$ cat src/rtl/toggle_mon_pkg.sv
// Shared types and helpers for toggle_activity_monitor: FSM states, the
// result-beat record and the saturating counter increment.
package toggle_mon_pkg;

  typedef enum logic [1:0] {
    IDLE,
    CAPTURE,
    DRAIN
  } state_e;

  // Widest counter and channel index a result beat can carry.
  localparam int SAT_W    = 32;
  localparam int RES_CH_W = 8;

  typedef struct packed {
    logic [RES_CH_W-1:0] ch;
    logic [SAT_W-1:0]    rise;
    logic [SAT_W-1:0]    fall;
    logic                ovf;
  } result_t;

  function automatic logic [SAT_W-1:0] sat_inc(input logic [SAT_W-1:0] v,
                                               input logic [SAT_W-1:0] max_v);
    return (v == max_v) ? v : v + SAT_W'(1);
  endfunction

endpackage

$ cat src/rtl/toggle_mon_chan.sv
// One probed channel: previous-value flop, edge detect, saturating rise/fall
// counters and sticky overflow. Exposes next-state values so the top can
// register a beat on the same edge the last window cycle is counted.
module toggle_mon_chan
  import toggle_mon_pkg::*;
#(
  parameter int CW = 16
) (
  input  logic          CLK,
  input  logic          RN,
  input  logic          clr,
  input  logic          en,
  input  logic          p,
  output logic [CW-1:0] rise_d,
  output logic [CW-1:0] fall_d,
  output logic          ovf_d
);

  localparam logic [SAT_W-1:0] CNT_MAX = SAT_W'({CW{1'b1}});

  logic          prev_q, prev_d;
  logic [CW-1:0] rise_q, fall_q;
  logic          ovf_q;
  logic          rise_ev, fall_ev;

  assign rise_ev = ~prev_q & p;
  assign fall_ev = prev_q & ~p;

  always_comb begin
    // NOTE: every signal written here gets a default first, so no path
    // leaves it unassigned and no latch is inferred.
    prev_d = prev_q;
    rise_d = rise_q;
    fall_d = fall_q;
    ovf_d  = ovf_q;
    if (clr) begin
      // Start-of-window edge: load prev only, never compare against it.
      prev_d = p;
      rise_d = '0;
      fall_d = '0;
      ovf_d  = 1'b0;
    end else if (en) begin
      prev_d = p;
      if (rise_ev) begin
        rise_d = CW'(sat_inc(SAT_W'(rise_q), CNT_MAX));
        if (rise_q == {CW{1'b1}}) ovf_d = 1'b1;
      end
      if (fall_ev) begin
        fall_d = CW'(sat_inc(SAT_W'(fall_q), CNT_MAX));
        if (fall_q == {CW{1'b1}}) ovf_d = 1'b1;
      end
    end
  end

  always_ff @(posedge CLK or negedge RN) begin
    if (!RN) begin
      prev_q <= 1'b0;
      rise_q <= '0;
      fall_q <= '0;
      ovf_q  <= 1'b0;
    end else begin
      // NOTE: non-blocking assignments so every flop samples pre-edge values.
      prev_q <= prev_d;
      rise_q <= rise_d;
      fall_q <= fall_d;
      ovf_q  <= ovf_d;
    end
  end

endmodule

$ cat src/rtl/toggle_activity_monitor.sv
// Per-channel toggle counter over a fixed window, results streamed over
// valid/ready. Define TOGGLE_MON_SYNC_EN to add a 2-flop PROBE synchronizer.
module toggle_activity_monitor
  import toggle_mon_pkg::*;
#(
  parameter int NCH    = 4,
  parameter int CW     = 16,
  parameter int WINDOW = 64
) (
  input  logic                                   CLK,
  input  logic                                   RN,
  input  logic [NCH-1:0]                         PROBE,
  input  logic                                   START,
  output logic                                   BUSY,
  output logic                                   OUT_VALID,
  input  logic                                   OUT_READY,
  output logic [((NCH > 1) ? $clog2(NCH) : 1)-1:0] OUT_CH,
  output logic [CW-1:0]                          OUT_RISE,
  output logic [CW-1:0]                          OUT_FALL,
  output logic                                   OUT_OVF
);

  localparam int CHW = (NCH > 1) ? $clog2(NCH) : 1;
  localparam int WW  = (WINDOW > 1) ? $clog2(WINDOW) : 1;
  localparam logic [WW-1:0]  WIN_LAST = WW'(WINDOW - 1);
  localparam logic [CHW-1:0] CH_LAST  = CHW'(NCH - 1);

  logic [NCH-1:0] probe_s;

`ifdef TOGGLE_MON_SYNC_EN
  logic [NCH-1:0] sync1_q, sync2_q;

  always_ff @(posedge CLK or negedge RN) begin
    if (!RN) begin
      sync1_q <= '0;
      sync2_q <= '0;
    end else begin
      sync1_q <= PROBE;
      sync2_q <= sync1_q;
    end
  end

  assign probe_s = sync2_q;
`else
  assign probe_s = PROBE;
`endif

  state_e         state_q, state_d;
  logic [WW-1:0]  win_q, win_d;
  logic [CHW-1:0] idx_q, idx_d;
  logic           clr, en, load;
  logic           busy_q, valid_q;
  result_t        res_q, res_d;

  logic [CW-1:0] ch_rise [NCH];
  logic [CW-1:0] ch_fall [NCH];
  logic          ch_ovf  [NCH];

  for (genvar c = 0; c < NCH; c++) begin : g_chan
    toggle_mon_chan #(.CW(CW)) u_chan (
      .CLK    (CLK),
      .RN     (RN),
      .clr    (clr),
      .en     (en),
      .p      (probe_s[c]),
      .rise_d (ch_rise[c]),
      .fall_d (ch_fall[c]),
      .ovf_d  (ch_ovf[c])
    );
  end

  always_comb begin
    state_d = state_q;
    win_d   = win_q;
    idx_d   = idx_q;
    clr     = 1'b0;
    en      = 1'b0;
    load    = 1'b0;
    unique case (state_q)
      IDLE: begin
        if (START) begin
          state_d = CAPTURE;
          clr     = 1'b1;
          win_d   = '0;
        end
      end
      CAPTURE: begin
        en    = 1'b1;
        win_d = win_q + WW'(1);
        if (win_q == WIN_LAST) begin
          state_d = DRAIN;
          idx_d   = '0;
          load    = 1'b1;
        end
      end
      DRAIN: begin
        if (OUT_READY) begin
          if (idx_q == CH_LAST) begin
            state_d = IDLE;
          end else begin
            idx_d = idx_q + CHW'(1);
            load  = 1'b1;
          end
        end
      end
      default: state_d = IDLE;
    endcase
  end

  // Beats are taken from the channels' next-state values: on the last window
  // edge these include that cycle's edges, and in DRAIN they are frozen.
  always_comb begin
    res_d = res_q;
    if (load) begin
      res_d.ch   = RES_CH_W'(idx_d);
      res_d.rise = SAT_W'(ch_rise[idx_d]);
      res_d.fall = SAT_W'(ch_fall[idx_d]);
      res_d.ovf  = ch_ovf[idx_d];
    end
  end

  always_ff @(posedge CLK or negedge RN) begin
    if (!RN) begin
      state_q <= IDLE;
      win_q   <= '0;
      idx_q   <= '0;
      busy_q  <= 1'b0;
      valid_q <= 1'b0;
      res_q   <= '0;
    end else begin
      state_q <= state_d;
      win_q   <= win_d;
      idx_q   <= idx_d;
      busy_q  <= (state_d != IDLE);
      valid_q <= (state_d == DRAIN);
      res_q   <= res_d;
    end
  end

  assign BUSY      = busy_q;
  assign OUT_VALID = valid_q;
  assign OUT_CH    = res_q.ch[CHW-1:0];
  assign OUT_RISE  = res_q.rise[CW-1:0];
  assign OUT_FALL  = res_q.fall[CW-1:0];
  assign OUT_OVF   = res_q.ovf;

  // Upper record bits beyond CHW/CW stay zero and are intentionally unused.
  logic unused_res_bits;
  assign unused_res_bits = ^res_q;

endmodule
$ cat config.mk
export PLATFORM = sky130hd
export DESIGN_NAME = toggle_activity_monitor
export DESIGN_NICKNAME = d
export VERILOG_FILES = /design/src/rtl/toggle_mon_pkg.sv /design/src/rtl/toggle_mon_chan.sv /design/src/rtl/toggle_activity_monitor.sv
export SDC_FILE = /design/constraint.sdc
export NUM_CORES = 1
export LEC_CHECK = 0
export CELL_PAD_IN_SITES_DETAIL_PLACEMENT = 1
export CELL_PAD_IN_SITES_GLOBAL_PLACEMENT = 1
export CORE_MARGIN = 3
export CORE_UTILIZATION = 48
export CTS_CLUSTER_SIZE = 25
export DETAILED_ROUTE_END_ITERATION = 7
export MAX_ROUTING_LAYER = met4
export PLACE_DENSITY_LB_ADDON = 0.08
export SKIP_CTS_REPAIR_TIMING = 1
export SLEW_MARGIN = 20
export SYNTH_ARGS = -nofsm -noshare
export SYNTH_HDL_FRONTEND = slang
export SYNTH_SLANG_ARGS = --single-unit
$ cat constraint.sdc
create_clock -name CLK -period 3.6 [get_ports CLK]
set_clock_uncertainty 0.15 [all_clocks]
set_input_delay 0.36 -clock CLK [delete_from_list [all_inputs] [get_ports CLK]]
set_output_delay 0.36 -clock CLK [all_outputs]
set_load 0.1 [all_outputs]
==> After elaboration in Yosys (flattened, before gate mapping) <==
Index checks and enable logic that the tools add are counted.
{ "totals": {"register_bits": 183, "out_inout_bits": 37} }
{ "classes": {"order_cmp": 1, "n_bitwise": 17, "mux": 91, "eq_ne": 14, "add_sub_neg": 10, "reduce_logical": 5} }
{ "ops": {"columns": ["operator", "n"], "rows": [
  ["$mux 16", 36],
  ["$add 16x1->16 const B", 8],
  ["$eq 16x16->1 const B", 8],
  ["$bmux 16 s2", 2],
  ["$mux 1", 40],
  ["$mux 2", 7],
  ["$pmux 6 s2", 1],
  ["$and 1x1->1", 8],
  ["$not 1->1", 8],
  ["$add 6x1->6 const B", 1],
  ["$eq 2x2->1 const B", 3],
  ["$eq 6x6->1 const B", 1],
  ["$mux 6", 1],
  ["$pmux 2 s3", 1],
  ["$reduce_bool 2->1", 3],
  ["$pmux 2 s2", 1],
  ["$ge 3x3->1 const B", 1],
  ["$not 2->3", 1],
  ["$add 2x1->2 const B", 1],
  ["$bmux 1 s2", 1],
  ["$eq 2x1->1 const B", 1],
  ["$logic_not 2->1", 1],
  ["$ne 2x2->1 const B", 1],
  ["$pmux 1 s2", 1],
  ["$reduce_and 2->1", 1]
]} }

==> Longest topological paths before layout <==
{ "depth": {"ltp_word": 10, "mapped_depth": 11} }

==> Modules after synthesis <==
Synthesis repeated with hierarchy kept, for this count alone.
{ "unflattened": {"hier_cells": 1081, "hier_area_um2": 10664.0} }
{ "by_module_without_submodules": {"columns": ["module", "area_per_inst_um2", "instances", "cells_per_inst"], "rows": [
  ["toggle_mon_chan (g_chan[0].u_chan ...)", 1906.8, 3, 204],
  ["toggle_activity_monitor", 2966.6, 1, 260],
  ["toggle_mon_chan (g_chan[3].u_chan)", 1976.9, 1, 209]
]} }

==> Worst setup path before layout <==
No wires, ideal clock.
{ "synth_timing": {"path_kind": "flip-flop to flip-flop", "startpoint": "register state_q[1]", "endpoint": "register res_q (netlist bit OUT_RISE[9])", "t_required_ps": 3312, "arrival_time_ps": 2331, "setup_time_ps": 138, "path_stages_with_launch": 11, "synth_period_minus_slack_ps": 2619, "slack_ps": 981, "path_buffers": 2, "cell_sequence": "dfrtp_1 > inv_1 > ha_1 > buf_4 > and3b_1 > buf_2 > nand3_2 > a2111oi_0 > xnor2_1 > nor3_1 > or4_1"} }
{ "synth_via": {"elab_chain_len": 7} }
{ "synth_rtl": {"columns": ["element", "line", "source"], "rows": [
  ["start: declaration", "toggle_activity_monitor.sv:48", "state_e state_q, state_d;"],
  ["start signal: assignment", "toggle_activity_monitor.sv:131", "state_q <= state_d;"],
  ["$eq 2x1->1", "toggle_activity_monitor.sv:79", "unique case (state_q)"],
  ["$mux 1", "toggle_activity_monitor.sv:79", null],
  ["$mux 16", "toggle_mon_chan.sv:42", "end else if (en) begin"],
  ["$mux 16", "toggle_mon_chan.sv:36", "if (clr) begin"],
  ["$bmux 16 s2", "toggle_activity_monitor.sv:116", "res_d.rise = SAT_W'(ch_rise[idx_d]);"],
  ["$mux 16 (not written as such) (2 in a row)", "toggle_activity_monitor.sv:116", null],
  ["end signal: assignment", "toggle_activity_monitor.sv:136", "res_q <= res_d;"],
  ["end: declaration", "toggle_activity_monitor.sv:53", "result_t res_q, res_d;"]
]} }
Several ways; a longest one is shown, not always the timed one. The select of a mux whose other input is x is not followed.
A chain may end at the register's enable or synchronous reset.

==> Final worst setup path <==
{ "layout_timing": {"startpoint": "register state_q[1]", "endpoint": "register res_q (netlist bit OUT_RISE[13])"} }
The elaborated chain is that of the path after synthesis.

==> insert_results.sql <==
INSERT INTO impl_metrics (metric_group, metric, value, unit) VALUES
('sta', 'tns', '0', 'ns'),
('layout', 'final_cell_area', '0.0123', 'sq mm'),
('logic_synthesis', 'ys.warnings.count', '0', ''),
('layout', 'layout-drive-gt1-share', '0.107', ''),
('place', 'gp_congestion', '0.921', ''),
('run_status', 'status', 'completed', ''),
('logic_synthesis', 'postSynthAreaPerCell', '9.36', 'sq um'),
('layout', 'stdcell_count', '1491', ''),
('power_and_ir_drop', 'clock_power_share', '0.369', ''),
('sta', 'post-route-period-util', '0.928', ''),
('drt', 'route.vias.total', '9886', ''),
('clocking', 'cts.reportedPaths.clkPinSlew', '0.07', 'ns'),
('power_and_ir_drop', 'power.density_cell_area', '464', 'mW/mm^2'),
('worst_setup_path', 'worstSetupPathType', 'flip-flop to flip-flop', ''),
('drt', 'postRouteWirelength', '37000', 'um'),
('global_routing', 'antenna_violations_before_repair', '3', ''),
('logic_synthesis', 'netlist_top_cells_area', 'dfrtp_1 (43%), nor2_1 (4.2%), xnor2_1 (3.3%), nand3_1 (2.9%), nand2_1 (2.8%)', ''),
('sta', 'tightestPinTransition', '0.987', 'ns'),
('global_routing', 'overall_routing_resource_usage', '0.320', ''),
('logic_synthesis', 'synth_cell_type_count', '88', ''),
('global_routing', 'grt_overflow', '0', ''),
('layout', 'area.growth.synth_to_final', '15.3', '%'),
('sta', 'post-route-worst-setup-slack', '0.258', 'ns'),
('sta', 'holdWs', '0.355', 'ns'),
('logic_synthesis', 'asyncSetResetFlopFracSynth', '1.00', ''),
('power_and_ir_drop', 'fraction_of_power_consumed_by_sequential_logic', '0.411', ''),
('layout', 'fillCellCount', '2440', ''),
('global_routing', 'maximum_number_of_pins_on_one_net_before_global_route_repair', '95', ''),
('sta', 'max_clock_freq', '299', 'MHz'),
('global_routing', 'via_count_of_the_first_global_routing_pass', '10011', ''),
('drt', 'detail_routed_net_length_per_standard_cell', '24.8', 'um'),
('drt', 'ant_nets', '0', ''),
('worst_setup_path', 'critical-path-max-stage-delay', '0.43', 'ns'),
('worst_setup_path', 'setup.worst_path.end_class', 'flip-flop', ''),
('logic_synthesis', 'number_of_enable_flip_flop_cells_after_synthesis', '0', ''),
('layout', 'area_of_combinational_cells_with_multiple_inputs', '0.00577', 'sq mm'),
('place', 'placedInstanceArea', '0.0116', 'sq mm'),
('layout', 'finalNetCount', '1221', ''),
('power_and_ir_drop', 'power.static_leakage', '5.12', 'nW'),
('worst_setup_path', 'cp_data_arrival_time', '3.51', 'ns'),
('floorplanning', 'ioPinCount', '45', ''),
('logic_synthesis', 'synth_seq_area_share', '0.428', ''),
('drt', 'avgViaCountPerCell', '6.63', ''),
('sta', 'max-slew-margin-rel', '0.340', ''),
('clocking', 'clkLatencyLatePin', '0.44', 'ns'),
('global_routing', 'grt_pass1_wl', '58500', 'um'),
('worst_setup_path', 'standard_cell_with_the_maximum_stage_delay_on_the_critical_path', 'and3b_1', ''),
('clocking', 'cts_max_path_buffers', '2', ''),
('logic_synthesis', 'synth.net_count', '1163', ''),
('clocking', 'clock_tree_from_tritoncts', 'yes', ''),
('worst_setup_path', 'crit_path_max_fanout', '18', ''),
('worst_setup_path', 'critPathLaunchType', 'flip-flop', ''),
('floorplanning', 'fp.dieArea', '0.0241', 'sq mm'),
('layout', 'sequential_cell_area', '0.00458', 'sq mm'),
('place', 'port_buffers', '44', ''),
('floorplanning', 'std_cell_rows', '53', ''),
('power_and_ir_drop', 'max-vdd-ir-drop', '0.238', 'mV'),
('clocking', 'numClockSinks', '183', ''),
('power_and_ir_drop', 'power.share.switching', '0.332', ''),
('floorplanning', 'initial_core_utilization', '0.499', ''),
('worst_setup_path', 'worst-path-buf-inv', '2', ''),
('worst_setup_path', 'required', '3.77', 'ns'),
('logic_synthesis', 'synthDominantCellAreaShare', '0.428', ''),
('power_and_ir_drop', 'power_switching', '0.00190', 'W'),
('sta', 'rsz0062_at_grt', 'no', ''),
('clocking', 'cts_root_buf', 'clkbuf_16', ''),
('clocking', 'htreeDepth', '4', ''),
('logic_synthesis', 'synth_largest_area_cell', 'dfrtp_1', ''),
('sta', 'finalCriticalPeriod', '3.34', 'ns'),
('job', 'max-cap-violations', '0', ''),
('worst_setup_path', 'cp_cell_sequence', 'inv_1 -> ha_1 -> buf_4 -> and3b_1 -> o311ai_0 -> nor3_1 -> xor2_1 -> a211oi_1 -> a211oi_1', '');
[layout by cell type, fill, tap and decap left out, types with 29 or more instances in the layout]
cell	count
a21oi_1	36
buf_4	47
clkdlybuf4s50_1	43
dfrtp_1	183
inv_1	31
nand2_1	80
nand3_1	63
nand4_1	34
nor2_1	119
nor3_1	50
nor4_1	29
xnor2_1	40
[worst paths after layout]
check	from	endpoint	slack [ns]	cells past startpoint
worst max-delay path	state_q[1]$_DFF_PN0_	OUT_RISE[13]$_DFFE_PN0P_	0.26	9
worst max register to register	state_q[1]$_DFF_PN0_	OUT_RISE[13]$_DFFE_PN0P_	0.26	9
min in group asynchronous	RN	BUSY$_DFF_PN0_	0.41	2
max in group asynchronous	RN	OUT_FALL[12]$_DFFE_PN0P_	1.95	3
worst min-delay path	OUT_FALL[4]$_DFFE_PN0P_	OUT_FALL[4]$_DFFE_PN0P_	0.35	2
worst min register to register	OUT_FALL[4]$_DFFE_PN0P_	OUT_FALL[4]$_DFFE_PN0P_	0.35	2
[metal layers]
metal,global-route usage,share of wire,vias up
met4,0.0809,0.016,0
li1,-,-,4461
met3,0.0865,0.082,48
met5,-,0,-
met1,0.439,0.44,5010
met2,0.476,0.46,367
[Yosys cell counts (11+ instances only)]
master	instances
a211oi_1	14
o21a_1	11
xnor2_1	40
a221o_1	11
and3_1	20
buf_2	13
clkbuf_1	28
mux2i_1	26
or4_1	12
and2_1	28
nand3_1	63
o211ai_1	12
mux2_2	12
or3_1	12
a21oi_1	36
nand4_1	34
nor4_1	30
o21ai_0	20
nand2_1	81
ha_1	13
o31ai_1	16
nor3_1	50
dfrtp_1	183
inv_1	31
buf_1	11
nor2_1	119
a31oi_1	16
and4_1	14
[logic make-up (layout without fill, tap and decap cells)]
| logic type | count (synthesis) | count (layout) | synth area share |
|---|---|---|---|
| AND/OR/NAND/NOR | 533 | 533 | 0.276 |
| AO/OA/AOI/OAI | 241 | 241 | 0.172 |
| flip-flops | 183 | 183 | 0.428 |
| buffers and inverters | 87 | 158 | 0.0329 |
| XOR/XNOR | 47 | 47 | 0.0385 |
| multiplexers | 38 | 38 | 0.0370 |
| adder cells (fa/ha/maj) | 13 | 13 | 0.0152 |
| other | 0 | 3 | 0 |
[cell type report]
| cell class | count | share of cell area |
|---|---|---|
| diodes | 3 | 0.000609 |
| repair buffers | 94 | 0.0687 |
| flip-flops and latches | 183 | 0.372 |
| multi-input cells | 872 | 0.469 |
| well taps | 275 | 0.0279 |
| inverters | 32 | 0.00975 |
| clock inverters | 11 | 0.0147 |
| clock buffers | 21 | 0.0382 |
[power groups by stage]
stage               clock network, W  registers, W  logic, W
floorplan                          0       0.00239  0.000739
global placement                   0       0.00238   0.00121
detailed placement                 0       0.00239   0.00123
CTS                          0.00214       0.00235   0.00124
global route                 0.00221       0.00238   0.00137
finish                       0.00211       0.00235   0.00126
[worst reg2reg max path, cell delays in order (launching register included)]
cell and delay [ns]:
dfrtp_1 0.42, inv_1 0.11, ha_1 0.36, buf_4 0.34, and3b_1 0.44, o311ai_0 0.30
nor3_1 0.27, xor2_1 0.38, a211oi_1 0.17, a211oi_1 0.30
[through the flow]
step	util	power, W
finish	0.575	0.00572
global route	0.575	0.00596
floorplan	-	0.00313
global placement	0.544	0.00358
detailed placement	0.544	0.00362
CTS	0.574	0.00573
[registers in the layout, summed over array words and instances, names as in the netlist]
| register | cells |
|---|---|
| OUT_RISE | 16 |
| g_chan.u_chan.ovf_q | 4 |
| OUT_FALL | 16 |
| BUSY | 1 |
| OUT_VALID | 1 |
| state_q | 2 |
| win_q | 6 |
| g_chan.u_chan.prev_q | 4 |
| idx_q | 2 |
| g_chan.u_chan.rise_q | 64 |
| OUT_CH | 2 |
| g_chan.u_chan.fall_q | 64 |
| OUT_OVF | 1 |
(Power assumes the default switching activity.)
